===== src/rtl/sc_cordic_mult_arbiter.sv =====
// sc_cordic_mult_arbiter: round-robin share of one CORDIC + multiplier chain.
// Sequences init/validin/start per grant; returns done or a timeout error.
module sc_cordic_mult_arbiter #(
  parameter int N_REQ          = 4,
  parameter int ANGLE_W        = 16,
  parameter int TIMEOUT_CYCLES = 1024
) (
  input  logic                     SC_CORDIC_ARB_CLOCK_50,
  input  logic                     SC_CORDIC_ARB_RESET_InLow,
  input  logic [N_REQ-1:0]         SC_CORDIC_ARB_req_InHigh,
  input  logic [N_REQ*ANGLE_W-1:0] SC_CORDIC_ARB_angle_In,
  input  logic                     SC_CORDIC_ARB_valid_cordic_InHigh,
  input  logic                     SC_CORDIC_ARB_complete_InHigh,
  output logic                     SC_CORDIC_ARB_init_cordic_Out,
  output logic                     SC_CORDIC_ARB_validin_cordic_Out,
  output logic                     SC_CORDIC_ARB_start_multiply_Out,
  output logic [ANGLE_W-1:0]       SC_CORDIC_ARB_angle_Out,
  output logic [N_REQ-1:0]         SC_CORDIC_ARB_grant_Out,
  output logic [N_REQ-1:0]         SC_CORDIC_ARB_done_Out,
  output logic                     SC_CORDIC_ARB_error_Out,
  output logic                     SC_CORDIC_ARB_busy_Out
);
  localparam int IW = $clog2(N_REQ);
  localparam int CW = $clog2(TIMEOUT_CYCLES);

  typedef enum logic [3:0] {
    IDLE, GRANT, INIT, VALIDIN, WAIT_CORDIC,
    START_MULT, WAIT_MULT, DONE, ERR
  } state_t;

  state_t             state;
  logic [IW-1:0]      ptr;
  logic [IW-1:0]      idx;
  logic [IW-1:0]      pick;
  logic [IW-1:0]      idx_nxt;
  logic               found;
  logic [CW-1:0]      cnt;
  logic               cnt_end;
  logic [ANGLE_W-1:0] angle;

  // circular first-set search starting at the round-robin pointer
  always_comb begin
    pick  = ptr;
    found = 1'b0;
    for (int k = 0; k < N_REQ; k++) begin
      automatic int j = (int'(ptr) + k) % N_REQ;
      if (!found && SC_CORDIC_ARB_req_InHigh[j]) begin
        found = 1'b1;
        pick  = IW'(j);
      end
    end
  end

  assign cnt_end = (cnt == CW'(TIMEOUT_CYCLES - 1));
  assign idx_nxt = (idx == IW'(N_REQ - 1)) ? '0 : idx + 1'b1;

  always_ff @(posedge SC_CORDIC_ARB_CLOCK_50 or
              negedge SC_CORDIC_ARB_RESET_InLow) begin
    if (!SC_CORDIC_ARB_RESET_InLow) begin
      state <= IDLE;
      ptr   <= '0;
      idx   <= '0;
      angle <= '0;
      cnt   <= '0;
    end else begin
      unique case (state)
        IDLE: if (found) begin
          idx   <= pick;
          angle <= SC_CORDIC_ARB_angle_In[pick*ANGLE_W +: ANGLE_W];
          state <= GRANT;
        end
        GRANT: state <= INIT;
        INIT:  state <= VALIDIN;
        VALIDIN: begin
          cnt   <= '0;
          state <= WAIT_CORDIC;
        end
        WAIT_CORDIC: begin
          if (SC_CORDIC_ARB_valid_cordic_InHigh) state <= START_MULT;
          else if (cnt_end)                      state <= ERR;
          else                                   cnt   <= cnt + 1'b1;
        end
        START_MULT: begin
          cnt   <= '0;
          state <= WAIT_MULT;
        end
        WAIT_MULT: begin
          if (SC_CORDIC_ARB_complete_InHigh) state <= DONE;
          else if (cnt_end)                  state <= ERR;
          else                               cnt   <= cnt + 1'b1;
        end
        DONE, ERR: begin
          ptr   <= idx_nxt;
          state <= IDLE;
        end
        default: state <= IDLE;
      endcase
    end
  end

  assign SC_CORDIC_ARB_init_cordic_Out    = (state == INIT);
  assign SC_CORDIC_ARB_validin_cordic_Out = (state == VALIDIN);
  assign SC_CORDIC_ARB_start_multiply_Out = (state == START_MULT);
  assign SC_CORDIC_ARB_error_Out          = (state == ERR);
  assign SC_CORDIC_ARB_busy_Out           = (state != IDLE);
  assign SC_CORDIC_ARB_angle_Out          = angle;

  always_comb begin
    SC_CORDIC_ARB_grant_Out = '0;
    SC_CORDIC_ARB_done_Out  = '0;
    if (state != IDLE) SC_CORDIC_ARB_grant_Out[idx] = 1'b1;
    if (state == DONE) SC_CORDIC_ARB_done_Out[idx]  = 1'b1;
  end
endmodule

===== config.mk =====
export PLATFORM = sky130hd
export DESIGN_NAME = sc_cordic_mult_arbiter
export DESIGN_NICKNAME = d
export VERILOG_FILES = /design/src/rtl/sc_cordic_mult_arbiter.sv
export SDC_FILE = /design/constraint.sdc
export NUM_CORES = 1
export LEC_CHECK = 0
export CORE_UTILIZATION = 46
export CTS_CLUSTER_DIAMETER = 40
export DETAILED_ROUTE_END_ITERATION = 10
export GPL_TIMING_DRIVEN = 1
export PLACE_DENSITY = 0.87
export SKIP_CTS_REPAIR_TIMING = 1
export SLEW_MARGIN = 30
export SYNTH_ARGS = -nofsm -noshare
export SYNTH_HDL_FRONTEND = slang
export SYNTH_SLANG_ARGS = --single-unit

===== constraint.sdc =====
create_clock -name SC_CORDIC_ARB_CLOCK_50 -period 3.6 [get_ports SC_CORDIC_ARB_CLOCK_50]
set_clock_uncertainty 0.05 [all_clocks]
set_input_delay 0.54 -clock SC_CORDIC_ARB_CLOCK_50 [delete_from_list [all_inputs] [get_ports SC_CORDIC_ARB_CLOCK_50]]
set_output_delay 0.54 -clock SC_CORDIC_ARB_CLOCK_50 [all_outputs]
set_load 0.03 [all_outputs]

* Yosys cells after proc, flatten, opt, wreduce, memory -nomap -nowiden *
Index checks and enable logic that the tools add are counted.

storage, ports and cells
  logic and storage cells = 82
  memories = 0
  RAM bits = 0
  memory bits (read-only) = 0
  flip-flop bits (word level) = 34
  bits of input ports = 72
  bits in latches = 0
  output and inout port bits = 29

cells by class
  reductions and logical operators = 17
  shift-type cells = 1
  $mul = 0
  equal/unequal tests = 13
  bitwise logic cells = 3
  magnitude comparators = 6
  mux-type cells = 32
  div/mod/pow operators = 0
  $add $sub $neg = 5

operator list
  operator                                            number
  variable part select 64 x 7 -> 16 bit               1
  2-to-1 mux 10 bit                                   3
  one-hot mux 10 bit (3 select lines)                 1
  one-hot mux 4 bit (7 select lines)                  1
  2-to-1 mux 4 bit                                    6
  == test 4 x 3 -> 1 bit, second input constant       4
  < comparator 3 x 4 -> 1 bit, second input constant  3
  2-to-1 mux 1 bit                                    12
  adder 10 x 1 -> 10 bit, second input constant       1
  == test 10 bit, second input constant               1
  OR reduction 2 bit                                  5
  binary-select mux 1 bit (select 2 bit)              4
  == test 4 x 2 -> 1 bit, second input constant       2
  2-to-1 mux 2 bit                                    4
  < comparator 2 x 3 -> 1 bit, second input constant  2
  != test 2 bit, second input constant                3
  adder 2 x 1 -> 2 bit, second input constant         2
  adder 2 bit, second input constant                  2
  == test 4 x 1 -> 1 bit, second input constant       1
  == test 4 bit, second input constant                1
  logical AND 1 bit                                   4
  zero test 4 bit                                     1
  nonzero test 4 bit                                  1
  AND 1 bit, first input constant                     3
  7 further kinds                                     9

* Longest topological paths before layout *
Gate-level depths: netlist of the first run.

  word-level depth = 16
  mapped depth = 8
  gate-level depth less buffers = 6

* Least setup slack after synthesis of the first run *
OpenSTA, ideal clock, no wires.

  path type = register -> register
  start point = reg state[3]
  end point = reg ptr[1]
  required time = 3425 ps
  cell stages (with the launch flop) = 5
  data arrival time = 2264 ps
  period minus slack after synthesis = 2439 ps
  buffers on the path = 1
  path slack = 1161 ps
  setup time = 125 ps
  cells stage by stage = dfrtp_1 clkbuf_1 nor4b_1 nor2_1 mux2_2

on the way
  longest elaborated chain between the ends = 2
  elaborated cells on any way between the ends = 3
  classes of those cells = eq/ne (2); reduce/logical (1)

ends and longest elaborated chain
  element                            line  text
  start, declared                    31    state_t state;
  start signal, assigned             60    state <= IDLE;
  start signal, assigned             70    state <= GRANT;
  start signal, assigned             72    GRANT: state <= INIT;
  == test 4 bit                      --
  named net SC_CORDIC_ARB_error_Out  20    output logic SC_CORDIC_ARB_error_Out,
  OR reduction 2 bit                 66    unique case (state)
  end signal, assigned               93    ptr <= idx_nxt;
  end, declared                      32    logic [IW-1:0] ptr;

The timed path passes the listed nets, and every way through them passes these cells.
A chain may end at the register's enable or synchronous reset.

* Worst setup path after layout of the first run *
  start point = reg state[1]
  end point = out SC_CORDIC_ARB_grant_Out[2]

on the way
  longest elaborated chain between the ends = 2

ends and longest elaborated chain
  element             line  text
  nonzero test 4 bit  111   if (state != IDLE) SC_CORDIC_ARB_grant_Out[idx] = 1'b1;
  2-to-1 mux 4 bit    111
  end, declared       18    output logic [N_REQ-1:0] SC_CORDIC_ARB_grant_Out,

No other way between the ends.

==> results of run 1 <==
[how the worst min path moves through the flow]
stage	endpoint	slack (ps)	cells past startpoint
6_report	cnt[0]	460	1
5_1_grt	cnt[0]	490	1
4_1_cts	cnt[0]	460	1
3_5_place_dp	cnt[0]	450	1
3_3_place_gp	cnt[0]	440	1
2_1_floorplan	SC_CORDIC_ARB_angle_Out[0]	190	0
[layer usage]
metal | GRT usage [%] | vias to the layer above | part of all wire [%]
met2 | 40.9 | 70 | 52
met5 | 0 | - | 0
li1 | - | 1047 | -
met1 | 29.3 | 1012 | 42
met3 | 3.18 | 12 | 3.7
met4 | 8.71 | 0 | 2.5
[cell usage in the layout, fill, tap and decap left out, drive strengths merged, types with 4 or more instances in the layout]
cell,synthesis,layout
a21oi,9,9
a221oi,17,17
and2,11,11
clkbuf,3,8
clkdlybuf4s50,0,100
dfrtp,34,34
ha,5,5
inv,5,5
mux2i,34,34
nand2,16,16
nor2,31,31
nor2b,6,6
nor3,4,4
o21ai,6,6
[layout make-up]
type	instances	area [um^2]	share of cell area, %
flip-flops and latches	34	851	25.0
clock buffers	8	110	3.23
multi-input cells	179	1320	38.7
repair buffers	103	1020	30.1
well taps	67	83.8	2.46
inverters	5	18.8	0.551
[state kept, by name, indices dropped and copies added, names as in the netlist]
signal	flops
ptr	2
idx	2
SC_CORDIC_ARB_angle_Out	16
state	4
cnt	10
[through the flow]
step                util [%]  cell area [um^2]
finish                  71.6              3410
CTS                     71.6              3410
floorplan                  -              2290
detailed placement      69.3              3300
global route            71.6              3410
global placement        69.3              3300
[power groups by stage]
stage / combinational [mW] / sequential (mW) / clock, mW
global placement: 1.50 / 0.679 / 0
finish: 1.53 / 0.687 / 0.330
floorplan: 0.940 / 0.802 / 0
CTS: 1.54 / 0.682 / 0.332
global route: 1.65 / 0.713 / 0.352
detailed placement: 1.53 / 0.683 / 0
[cells by family after synthesis]
logic type	after synthesis	share of synthesized area (%)
multiplexers	36	15.8
adder cells (fa/ha/maj)	5	2.73
AO/OA/AOI/OAI	46	17.9
flip-flops	34	37.1
XOR/XNOR	2	0.764
buffers and inverters	21	5.35
AND/OR/NAND/NOR	90	20.3
==> results.yml, run 1 <==
status:
  run_status: "complete, no violations"
final_layout:
  finalNonFillerCells: 396
  drive_gt1_share_pct: 9.73
  nets: 405
  area_delta_synth_final_pct: 48.6
  fill_cells: 375
  antenna_cells: 0
power_and_ir_drop:
  p_clk_share_pct: 13.0
  intPower_mw: 1.41
  p_per_area_nw_per_um2: 747
  comb_power_share_pct: 60.1
  leakage_nw: 1.43
  p_seq_share_pct: 27.0
  ir_worst_vdd_uv: 391
  power_mw: 2.54
  switchingPower_mw: 1.14
  sw_frac_of_total_pct: 44.7
critical_path:
  slowest_stage: "or4_4"
  r2r-start: "state[1]"
  r2r_end: "SC_CORDIC_ARB_angle_Out[11]"
  rr_worst_depth: 4
  timing_worst_setup_path_type: "reg -> out"
  crit_path_max_fanout: 11
  path_delay_family: "simple AND/OR/NAND/NOR gates"
  critPathArrivalTime_ps: 2180
  startpoint_type: "register"
  critPathRequiredTime_ps: 3010
  endpoint: "SC_CORDIC_ARB_grant_Out[2]"
  path_depth: 3
  r2r_slack_ps: 920
  crit_start: "state[1]"
  cpPeakStageDelay_ps: 620
  cp_cell_sequence: "or4_4 -> and2_1 -> clkdlybuf4s50_1"
  end_kind: "primary output"
  critPathBufInv: 1
yosys:
  synth_ff_type: "dfrtp_1"
  syn_nets: 311
  synth_edf_count: 0
  yosysTopAreaCellShare_pct: 37.1
  async_reset_ff_share_pct: 100
  synthTopCellsByCount: "34 x dfrtp_1, 34 x mux2i_1, 30 x nor2_1"
  synth_largest_area_cell: "dfrtp_1"
  syn_area_per_cell_um2: 9.80
  ys_seq_elements: 34
  synthCells: 234
  ys_seq_area_share_pct: 37.1
  yosys_warnings: 0
  netlist-cell-type-count: 41
  syn_area_um2: 2290
  synth_area_leaders: "dfrtp_1 37%, mux2i_1 15%, a221oi_2 5.9%, nor2_1 4.9%, a221oi_1 3.1%"
placement:
  dpl.cell_count: 388
  place_congestion: 0.781
  dp_slack_ps: 627
  dp_hpwl_mm: 4.57
  numPortBuffers: 100
timing:
  rsz0062_at_grt: "false"
  fin_crit_sh_pct: 76.9
  worstMarginPinSlew_ps: 787
  period_needed_ps: 2770
  timing.fmax_mhz: 361
  slew_headroom_pct: 47.5
  holdWs_ps: 462
  finalSetupTns_ps: 0
  finalHoldViolCount: 0
  setup_viol: 0
  worst_slack_ps: 830
  drv_slew: 0
drt:
  first_pass_iters: 4
  wl_per_cell_um: 15.1
  antenna_left: 0
  totalWireLength_mm: 5.99
  dr_total_vias: 2141
  first_iter_violations: 118
  drc: 0
  avgViaCountPerCell: 5.41
floorplanning:
  rows: 25
  dieArea_um2: 5270
  io-pin-count: 101
  initial_core_util_pct: 48.2
  coreArea_um2: 4750
  chipWidth_um: 72.6
  die_h_um: 72.6
grt:
  grt_start_max_net_pins: 35
  grt.total_usage_pct: 23.4
  antenna_found_initial: 0
  first_global_vias: 2048
  grt_pass1_wl_mm: 9.60
  globalRouteOverflowTotal: 0
clock_tree:
  cts_tree: "yes"
  cts_inserted_buffers: 5
  insertion_delay_ps: 280
  htreeDepth: 2
  clockBufferDepth: 2
  cts_root_buffer: "clkbuf_8"
  path_clk_slew_ps: 70
  cts_sinks: 34
hold_path:
  hold_path.class: "reg -> reg"
  min_from: "cnt[0]"
flow_run:
  drv_cap: 0
Note: power is estimated with default switching activity, not from simulation.
==> inputs of run 2 (changes only) <==
--- a/config.mk
+++ b/config.mk
@@ -5,11 +5,11 @@
 export SDC_FILE = /design/constraint.sdc
 export NUM_CORES = 1
 export LEC_CHECK = 0
-export CORE_UTILIZATION = 46
+export CORE_UTILIZATION = 42
 export CTS_CLUSTER_DIAMETER = 40
 export DETAILED_ROUTE_END_ITERATION = 10
 export GPL_TIMING_DRIVEN = 1
-export PLACE_DENSITY = 0.87
+export PLACE_DENSITY = 0.8
 export SKIP_CTS_REPAIR_TIMING = 1
 export SLEW_MARGIN = 30
 export SYNTH_ARGS = -nofsm -noshare
==> constraint.sdc (replaced) <==
create_clock -name SC_CORDIC_ARB_CLOCK_50 -period 2.8 [get_ports SC_CORDIC_ARB_CLOCK_50]
set_clock_uncertainty 0.05 [all_clocks]
set_input_delay 0.42 -clock SC_CORDIC_ARB_CLOCK_50 [delete_from_list [all_inputs] [get_ports SC_CORDIC_ARB_CLOCK_50]]
set_output_delay 0.42 -clock SC_CORDIC_ARB_CLOCK_50 [all_outputs]
set_load 0.03 [all_outputs]
==> run 2 against run 1 <==
First-iteration DRC count down 14%. Via count down 0.37%. Non-clock buffer count up 3. Cell count up 1.5%. Critical endpoint unchanged. Highest routed layer unchanged.
==> results.yml, run 2 (synthesis gave the netlist of run 1 again) <==
critical_path:
  critPathRequiredTime_ps: 2330
  timing_worst_setup_path_type: "reg -> out"
  crit_path_max_fanout: 10
  startpoint_type: "register"
  end_kind: "primary output"
  critPathArrivalTime_ps: 2170
power_and_ir_drop:
  power_mw: 3.28
  leakage_nw: 1.44
  p_per_area_nw_per_um2: 957
  ir_worst_vdd_uv: 462
clock_tree:
  cts_root_buffer: "clkbuf_8"
  htreeDepth: 2
  clockBufferDepth: 2
  cts_sinks: 34
  cts_inserted_buffers: 5
  path_clk_slew_ps: 70
  cts_tree: "yes"
  insertion_delay_ps: 280
timing:
  holdWs_ps: 138
  finalHoldViolCount: 0
  worstMarginPinSlew_ps: 722
  finalSetupTns_ps: 0
  timing.fmax_mhz: 378
  period_needed_ps: 2640
  worst_slack_ps: 157
  fin_crit_sh_pct: 94.4
  rsz0062_at_grt: "false"
  setup_viol: 0
  drv_slew: 0
  slew_headroom_pct: 51.8
drt:
  first_pass_iters: 4
  first_iter_violations: 101
  avgViaCountPerCell: 5.31
  dr_total_vias: 2133
  drc: 0
  totalWireLength_mm: 5.63
  antenna_left: 0
  wl_per_cell_um: 14.0
placement:
  numPortBuffers: 100
  dpl.cell_count: 394
  dp_hpwl_mm: 4.34
  placement.cell_area_um2: 3320
  place_congestion: 0.823
  dp_slack_ps: 391
floorplanning:
  initial_core_util_pct: 44.3
  chipWidth_um: 75.9
  coreArea_um2: 5170
  io-pin-count: 101
  die_h_um: 75.9
  rows: 26
  dieArea_um2: 5760
grt:
  antenna_found_initial: 0
  grt.total_usage_pct: 20.3
  grt_start_max_net_pins: 35
  first_global_vias: 1932
  grt_pass1_wl_mm: 8.73
  globalRouteOverflowTotal: 0
final_layout:
  fin_area_um2: 3430
  post-route-util_pct: 66.2
  finalNonFillerCells: 402
  drive_gt1_share_pct: 10.8
  final_common_cell: "clkdlybuf4s50_1"
  antenna_cells: 0
  final_cell_mix: "99 x clkdlybuf4s50_1, 34 x dfrtp_1, 34 x mux2i_1, 30 x nor2_1, 16 x nand2_1"
  largest_reg_flops: 16
  nets: 408
  area_delta_synth_final_pct: 49.5
status:
  run_status: "complete, no violations"
hold_path:
  hold_path.class: "in -> async"
flow_run:
  drv_cap: 0
run 2: cell count changes in the layout (fill, tap and decap cells not counted), sizes merged:
| cell | before | now |
|---|---|---|
| clkbuf | 8 | 5 |
| clkinv | 0 | 2 |
| bufinv | 0 | 1 |
| buf | 3 | 7 |
| clkdlybuf4s50 | 100 | 99 |
run 2: final cells by class:
cell class,instances,area (um^2)
Inverter,5,18.8
Clock inverter,3,40.0
Fill cell,423,1750
Clock buffer,5,68.8
Timing Repair Buffer,106,1040
Sequential cell,34,851
Tap cell,70,87.6
Multi-Input combinational cell,179,1320
run 2: worst max-delay path, cell delays in order (launching register included):
cell	delay, ps
dfrtp_1	490
or4_4	630
and2_1	180
clkdlybuf4s50_1	580
run 2: worst paths after layout:
path                                                startpoint                          to  slack, ps  cells past startpoint
max reg2reg                                           state[1]                      cnt[6]        440                      5
min                                  SC_CORDIC_ARB_RESET_InLow  SC_CORDIC_ARB_angle_Out[5]        140                      1
min in group SC_CORDIC_ARB_CLOCK_50                     cnt[0]                      cnt[0]        450                      1
max in group asynchronous            SC_CORDIC_ARB_RESET_InLow                      ptr[0]       2100                      1
max                                                   state[0]  SC_CORDIC_ARB_grant_Out[2]        160                      3
min reg2reg                                             cnt[0]                      cnt[0]        450                      1
run 2: where the power goes:
group          internal (mW)  switching, mW
logic                  0.877           1.08
registers              0.689          0.192
clock network          0.262          0.179
run 2: routing by layer:
metal	part of all wire, %	global-route usage (%)	up-vias
met5	0	0	-
li1	-	-	1050
met4	1.4	6.79	0
met1	43	25.4	1003
met2	50	35.1	72
met3	5.4	3.84	8
